`src/rtl/instr_fetch.sv`:
```
// Instruction fetch: owns the PC, issues IMEM reads, buffers the 1-cycle-latency
// responses in a 2-entry FIFO and hands {instr, pc} to decode over valid/ready.
module instr_fetch #(
  parameter int unsigned ADDR_DEPTH = 14,
  parameter logic [31:0] RESET_PC   = 32'h0000_0000
) (
  input  logic                  i_clk,
  input  logic                  i_rst_n,
  output logic                  o_imem_rden,
  output logic [ADDR_DEPTH-1:0] o_imem_addr,
  input  logic [31:0]           i_imem_data,
  input  logic                  i_redirect,
  input  logic [31:0]           i_redirect_pc,
  output logic                  o_instr_valid,
  input  logic                  i_instr_ready,
  output logic [31:0]           o_instr,
  output logic [31:0]           o_instr_pc
);

  logic [31:0] r_pc;
  logic        r_inflight;
  logic [31:0] r_req_pc;
  logic [31:0] r_fifo_pc    [2];
  logic [31:0] r_fifo_instr [2];
  logic        r_head;
  logic [1:0]  r_occ;

  logic        w_valid;
  logic        w_pop;
  logic        w_push;
  logic        w_issue;
  logic        w_tail;
  logic [2:0]  w_level;
  logic [31:0] w_req_pc;

  // Level counts buffered entries plus the response still in flight, net of this cycle's pop.
  always_comb begin
    w_valid  = (r_occ != 2'd0);
    w_pop    = w_valid & i_instr_ready;
    w_level  = {1'b0, r_occ} + {2'b00, r_inflight} - {2'b00, w_pop};
    w_issue  = i_rst_n & (i_redirect | (w_level < 3'd2));
    w_req_pc = i_redirect ? (i_redirect_pc & 32'hFFFF_FFFC) : r_pc;
    w_push   = r_inflight & ~i_redirect;
    w_tail   = r_head ^ r_occ[0];
  end

  always_comb begin
    o_imem_rden   = w_issue;
    o_imem_addr   = w_req_pc[ADDR_DEPTH+1:2];
    o_instr_valid = w_valid;
    o_instr       = w_valid ? r_fifo_instr[r_head] : 32'h0;
    o_instr_pc    = w_valid ? r_fifo_pc[r_head]    : 32'h0;
  end

  always_ff @(posedge i_clk or negedge i_rst_n) begin
    if (!i_rst_n) begin
      r_pc       <= RESET_PC;
      r_inflight <= 1'b0;
      r_req_pc   <= 32'h0;
    end else begin
      r_inflight <= w_issue;
      if (w_issue) begin
        r_req_pc <= w_req_pc;
        r_pc     <= w_req_pc + 32'd4;
      end
    end
  end

  // A redirect drops both the buffered entries and the response arriving this cycle.
  always_ff @(posedge i_clk or negedge i_rst_n) begin
    if (!i_rst_n) begin
      r_occ  <= 2'd0;
      r_head <= 1'b0;
      for (int i = 0; i < 2; i++) begin
        r_fifo_pc[i]    <= 32'h0;
        r_fifo_instr[i] <= 32'h0;
      end
    end else if (i_redirect) begin
      r_occ  <= 2'd0;
      r_head <= 1'b0;
    end else begin
      if (w_push) begin
        r_fifo_pc[w_tail]    <= r_req_pc;
        r_fifo_instr[w_tail] <= i_imem_data;
      end
      if (w_pop) begin
        r_head <= ~r_head;
      end
      r_occ <= r_occ + {1'b0, w_push} - {1'b0, w_pop};
    end
  end

  a_no_overflow: assert property (@(posedge i_clk) disable iff (!i_rst_n)
                                  !(w_push && (r_occ == 2'd2)));

endmodule

```
`config.mk`:
```
export PLATFORM = sky130hd
export DESIGN_NAME = instr_fetch
export DESIGN_NICKNAME = d
export VERILOG_FILES = /design/src/rtl/instr_fetch.sv
export SDC_FILE = /design/constraint.sdc
export NUM_CORES = 1
export LEC_CHECK = 0
export ABC_AREA = 0
export BUFFER_PORTS_ARGS = -buffer_cell sky130_fd_sc_hd__buf_2
export CAP_MARGIN = 20
export CORE_AREA = 2 2 133 135
export DETAILED_ROUTE_END_ITERATION = 8
export DIE_AREA = 0 0 135 137
export PLACE_DENSITY = 0.75
export SLEW_MARGIN = 20
export SYNTH_ARGS = -nofsm -noshare
export SYNTH_HDL_FRONTEND = slang
export SYNTH_SLANG_ARGS = --single-unit
```
`constraint.sdc`:
```
create_clock -name i_clk -period 3.03 [get_ports i_clk]
set_clock_uncertainty 0.05 [all_clocks]
set_input_delay 0.303 -clock i_clk [delete_from_list [all_inputs] [get_ports i_clk]]
set_output_delay 0.303 -clock i_clk [all_outputs]
set_load 0.05 [all_outputs]
```
==> reports/qor.txt, run 1 <==
r2r startpoint: r_occ[1]
CP Class: reg2out
multi-input logic area: 4510 sq um
setup violators final: 0
Critical Path RT: 2.68 ns
area delta synth->final: 16.8%
number of port buffers: 143
Worst VDD drop: 0.714 mV
CTS H-tree depth: 4
Hold Path Cell Cnt: 2
number of global-route vias before repair: 6814
Max Fclk: 353 MHz
Cell Pwr Density: 1170 nW/um^2
total power draw: 13000 uW
crit share post-route: 93.5%
synth cell count leaders: dfrtp_1, mux2_2, mux2i_1, nor2_1, nand2_1
Hold Path End: r_fifo_instr[17]
vias per cell: 5.54
Worst path max stage delay: 0.45 ns
worst path cell trace: nand2_1 > nor2_1 > o21ai_0 > fa_1 > xnor2_1 > a31oi_4 > clkinvlp_4 > buf_2
RePlAce Congestion: 0.795
Mean Syn Cell Area: 11.0 sq um
CP Buf/Inv Count: 2
RSZ-0062 raised after global routing: false
Seq/Total Area, Yosys: 49.4%
crit-path max FO: 6
Period minus WS final: 2.83 ns
IO Count: 148
static leakage: 0.00497 uW
post-synth cell types: 55
critical path launch point type: flop
Hold Violations, Final: 0
ranking of synthesized cells by area: dfrtp_1, mux2_2, mux2i_1, nor2_1, nand2_1
worst hold-check path type: in2reg
worst reg-to-reg path cell count: 12
Routed WL per cell: 16.7 microns
Syn. warnings: 0
fin area: 11100 sq um
Worst Slack Setup Final: 0.197 ns
hold path start: i_imem_data[17]
first drt pass iteration count: 5
max-cap viol count: 0
DRC: 0
first-pass GRT wire length: 33.6 mm
Slowest-stage cell, CP: dfrtp_2
status: finished, final reports clean
Reg2Reg Setup Slack: 0.27 ns
total overflow reported by the global router: 0
initial antenna violation count: 0
Sink Count: 188
final setup TNS: 0 ns
drt first-iter violations: 369
Nets: 1058
Synth async-reset ratio: 100%
TritonCTS Buffers: 17
via count: 6773
ANT cells: 0
Die Y: 137 microns
antenna-violating nets left: 0
register area: 4710 sq um
Yosys top cell area share: 49.4%
Netlist Area Pre-Place: 9530 sq um
Root Driver: clkbuf_16
placed cells: 1191
CTS tree: yes
Die X: 135 microns
biggest area consumer among synthesized cells: dfrtp_1
Core Footprint: 17100 sq um
worst-case clock buffer depth: 2
register clock-pin slew on the reported worst setup and hold paths: 0.07 ns
Post-Layout Cell Count: 1223
max-slew violations: 0
initial core utilization: 55.9%
worst-skew pair later-pin latency: 0.42 ns
Worst path top cell family by delay: flip-flops
post-DP HPWL: 13.6 mm
Worst R2R End: r_pc[19]
drt total wl: 20.5 mm
Worst EP arrival: 2.48 ns
filler instances: 1377
Slew headroom: 41.0%
ys flop type: dfrtp_1
GR Util All Layers: 22.8%
row count: 48
worst-margin pin slew: 0.885 ns
Setup WS pre-CTS: 0.303 ns
Post-synth EDFFs: 0
crit path capture type: output pin
top-count cell post-synth: dfrtp_1
Synth Register Bits: 188
Synth Instances: 870
placed cell area: 10500 sq um
largest net degree at the start of global routing: 165
layout cell share with drive strength beyond 1: 33.6%
Die Area: 18500 sq um
-- worst max-delay path by stage --
stage	start	to	slack, ns	cells past startpoint
6_report	r_occ[1]	o_imem_rden	0.20	8
4_1_cts	r_occ[1]	o_imem_rden	0.08	8
5_1_grt	r_occ[1]	r_pc[19]	0.03	12
3_5_place_dp	i_redirect	r_pc[28]	0.30	9
3_3_place_gp	i_redirect	r_pc[28]	0.31	9
2_1_floorplan	i_redirect	r_pc[30]	0.03	14
-- final cells by class --
cell class	count	share of cell area, %
clock inverter	11	1.52
sequential	188	42.3
multi-input combinational	601	40.5
inverter	15	0.540
timing repair buffer	164	8.73
tap	225	2.53
clock buffer	19	3.89
-- sequential cells by signal, indices dropped and copies added, names as in the netlist --
register	cells
r_fifo_instr	64
r_occ	2
r_fifo_pc	60
r_pc	30
r_inflight	1
r_req_pc	30
r_head	1
-- kinds of logic (layout without fill, tap and decap cells) --
logic type | Yosys count | after routing | synth area share [%]
and+or+nand+nor | 246 | 246 | 11.9
DFF | 188 | 188 | 49.4
xor gates and xnor gates | 29 | 29 | 2.66
other | 1 | 2 | 0.0393
muxes | 215 | 215 | 24.3
AOI/OAI and AO/OA | 106 | 106 | 7.17
buffers and inverters | 82 | 209 | 4.13
adders and majority gates | 3 | 3 | 0.473
-- per-layer routing --
| layer | vias up | track usage (%) | share of wire (%) |
|---|---|---|---|
| li1 | 3266 | - | - |
| met1 | 3342 | 30.6 | 46 |
| met2 | 147 | 38.1 | 48 |
| met3 | 18 | 4.26 | 4.4 |
| met4 | 0 | 6.31 | 1.0 |
| met5 | - | 0 | 0 |
-- cells in the final DEF, fill, tap and decap left out, types with 3 or more instances in the layout --
master,count
a211o_1,4
a21oi_1,14
a22o_1,3
a22oi_1,6
a31oi_1,7
and2_1,5
and3_1,5
and4_1,4
buf_12,7
buf_2,142
buf_4,13
bufinv_16,4
clkbuf_16,17
clkinv_2,3
dfrtp_1,186
inv_1,14
mux2_2,124
mux2i_1,89
nand2_1,79
nand2b_1,4
nand3_1,17
nand3b_1,4
nand4_1,5
nor2_1,86
nor2b_1,9
nor3_1,10
o211ai_1,5
o21ai_0,48
o221ai_1,4
xnor2_1,17
xor2_1,12
-- where the power goes --
group | internal [uW] | total [uW] | leakage, uW | switching, uW
clock | 1370 | 2310 | 0.000293 | 935
sequential | 3770 | 4590 | 0.00226 | 818
combinational | 2300 | 6120 | 0.00242 | 3820
-- metrics by stage --
step	util, %	hold slack, ns
floorplan	-	-0.0426
detailed placement	61.6	0.161
global route	65.3	0.0513
global placement	61.6	0.161
CTS	65.3	0.0550
finish	65.3	0.0666
-- timing repair --
action	4_1_cts	5_1_grt
buffers inserted	1	0
gates resized for setup	1	1
endpoints found under the setup margin	1	3
hold buffers	1	0
endpoints found under the hold margin	25	0
No activity file was read; power rests on OpenSTA's default activity.
==> inputs of run 2 (changes only) <==
ABC_AREA = 1   (was 0)
CORE_AREA = 2 2 131 133   (was 2 2 133 135)
DIE_AREA = 0 0 133 135   (was 0 0 135 137)
==> run 2 against run 1 <==
Effect of this change: die area is 2.9% lower; worst setup slack better by 0.029 ns; non-clock buffer count shrank 5; sequential power decreased by 8.3%; critical path depth is 5 higher; synthesized cell count is 36% higher; sequential share of layout area up 2.0 points; critical path type unchanged; critical endpoint unchanged; highest routed layer unchanged.
==> reports/qor.txt, run 2 <==
status: finished, final reports clean
Netlist Area Pre-Place: 9260 sq um
vias per cell: 5.15
worst-margin pin slew: 0.962 ns
crit share post-route: 92.6%
crit path capture type: output pin
CTS H-tree depth: 4
Syn. warnings: 0
ANT cells: 0
Core Footprint: 16400 sq um
first drt pass iteration count: 8
area delta synth->final: 14.9%
first-pass GRT wire length: 35.5 mm
most frequent cells in the layout: nand2_1, dfrtp_1, o21ai_0
final core utilization: 64.8%
Synth Register Bits: 188
Reg2Reg Setup Slack: 0.43 ns
Die Y: 135 microns
top-count cell post-synth: nand2_1
crit-path max FO: 11
Cell Pwr Density: 1060 nW/um^2
max-slew violations: 0
layout cell share with drive strength beyond 1: 19.5%
worst-case clock buffer depth: 2
RSZ-0062 raised after global routing: false
Mean Syn Cell Area: 7.80 sq um
total overflow reported by the global router: 0
max-cap viol count: 0
critical path launch point type: flop
Worst EP arrival: 2.45 ns
Root Driver: clkbuf_16
Die X: 133 microns
CTS tree: yes
CP Class: reg2out
via count: 7818
drt first-iter violations: 548
ranking of synthesized cells by area: dfrtp_1, nand2_1, o21ai_0, a21oi_1, inv_1
RePlAce Congestion: 0.920
Critical Path RT: 2.68 ns
final setup TNS: 0 ns
Slew headroom: 35.8%
Period minus WS final: 2.80 ns
Worst VDD drop: 0.565 mV
drt total wl: 21.1 mm
Sink Count: 188
Post-synth EDFFs: 0
initial core utilization: 56.4%
most common cell after layout, fill and taps aside: nand2_1
largest registers: r_fifo_instr x64, r_fifo_pc x60
placed cell area: 10000 sq um
static leakage: 0.00533 uW
antenna-violating nets left: 0
setup violators final: 0
Die Area: 18000 sq um
Setup WS pre-CTS: 0.226 ns
Max Fclk: 357 MHz
synth cell count leaders: nand2_1, dfrtp_1, o21ai_0, inv_1, a21oi_1
biggest area consumer among synthesized cells: dfrtp_1
post-DP HPWL: 13.8 mm
DRC: 0
fin area: 10600 sq um
Worst Slack Setup Final: 0.225 ns
Seq/Total Area, Yosys: 50.8%
Yosys top cell area share: 50.8%
Synth Instances: 1187
number of port buffers: 143
number of flip-flops under the largest register name: 64
Hold Violations, Final: 0
Nets: 1356
row count: 47
largest net degree at the start of global routing: 189
worst hold-check path type: in2async
Routed WL per cell: 13.9 microns
Biggest register: r_fifo_instr
ys flop type: dfrtp_1
total power draw: 11300 uW
number of global-route vias before repair: 7102
register clock-pin slew on the reported worst setup and hold paths: 0.07 ns
TritonCTS Buffers: 17
Synth async-reset ratio: 100%
post-synth cell types: 35
worst-skew pair later-pin latency: 0.42 ns
IO Count: 148
GR Util All Layers: 24.6%
initial antenna violation count: 0
## run 2: logic make-up after synthesis
group | count (synthesis) | share of synthesized area (%)
buf+inv | 175 | 8.68
flops | 188 | 50.8
other cells | 1 | 0.0405
fa+ha+maj | 3 | 0.487
simple gates | 572 | 26.1
compound gates | 241 | 13.3
xor+xnor | 7 | 0.662
## run 2: layout make-up
type                            instances  area (sq um)
Sequential cell                       188          4710
Timing Repair Buffer                  159           920
Clock buffer                           21           460
Fill cell                            1431          5770
Tap cell                              220           275
Multi-Input combinational cell        825          3770
Inverter                               94           360
Clock inverter                         10           140
## run 2: repair_timing
item / in CTS / in global routing
gates resized for setup: 1 / 5
endpoints found under the setup margin: 1 / 1
buffers inserted: 0 / 1
hold buffers: 0 / 0
pin swaps: 0 / 1
## run 2: worst paths after layout
path / startpoint / end / depth (start not counted)
max in group asynchronous: i_rst_n / r_head / 2
min reg2reg: r_fifo_pc[18] / r_fifo_pc[18] / 2
max: r_occ[0] / o_imem_rden / 13
max reg2reg: r_occ[0] / r_pc[20] / 17
min in group i_clk: i_imem_data[25] / r_fifo_instr[57] / 3
min: i_rst_n / r_fifo_pc[31] / 2
## run 2: layer usage
metal / vias to the layer above / global-route usage, % / part of all wire [%]
met5: - / 0 / 0
met4: 0 / 7.71 / 1.8
met3: 27 / 3.60 / 5.3
met2: 242 / 37.3 / 45
met1: 3625 / 36.7 / 48
li1: 3924 / - / -
## run 2: per-stage QoR
step / instances / hold WS, ns
3_5_place_dp: 1485 / 0.415
6_report: 1517 / 0.0782
3_3_place_gp: 1485 / 0.411
5_1_grt: 1517 / 0.0925
4_1_cts: 1516 / 0.0757
2_1_floorplan: 1188 / -0.0426
## run 2: worst max-delay path, cell delays in order, from the launching register on
cell and delay, ns:
dfrtp_2 0.45, nor2_4 0.12, inv_1 0.05, nand2_1 0.11
inv_1 0.07, nand2_1 0.07, inv_1 0.05, fa_1 0.40
nor2_1 0.10, o21ai_1 0.07, nand2_1 0.07, nand2_2 0.10
inv_4 0.14, buf_4 0.22
## run 2: where the power goes
part	switching, uW	total (uW)	internal (uW)
clock	923	2260	1340
combinational	3540	4860	1320
sequential	587	4210	3620
total	5050	11300	6280
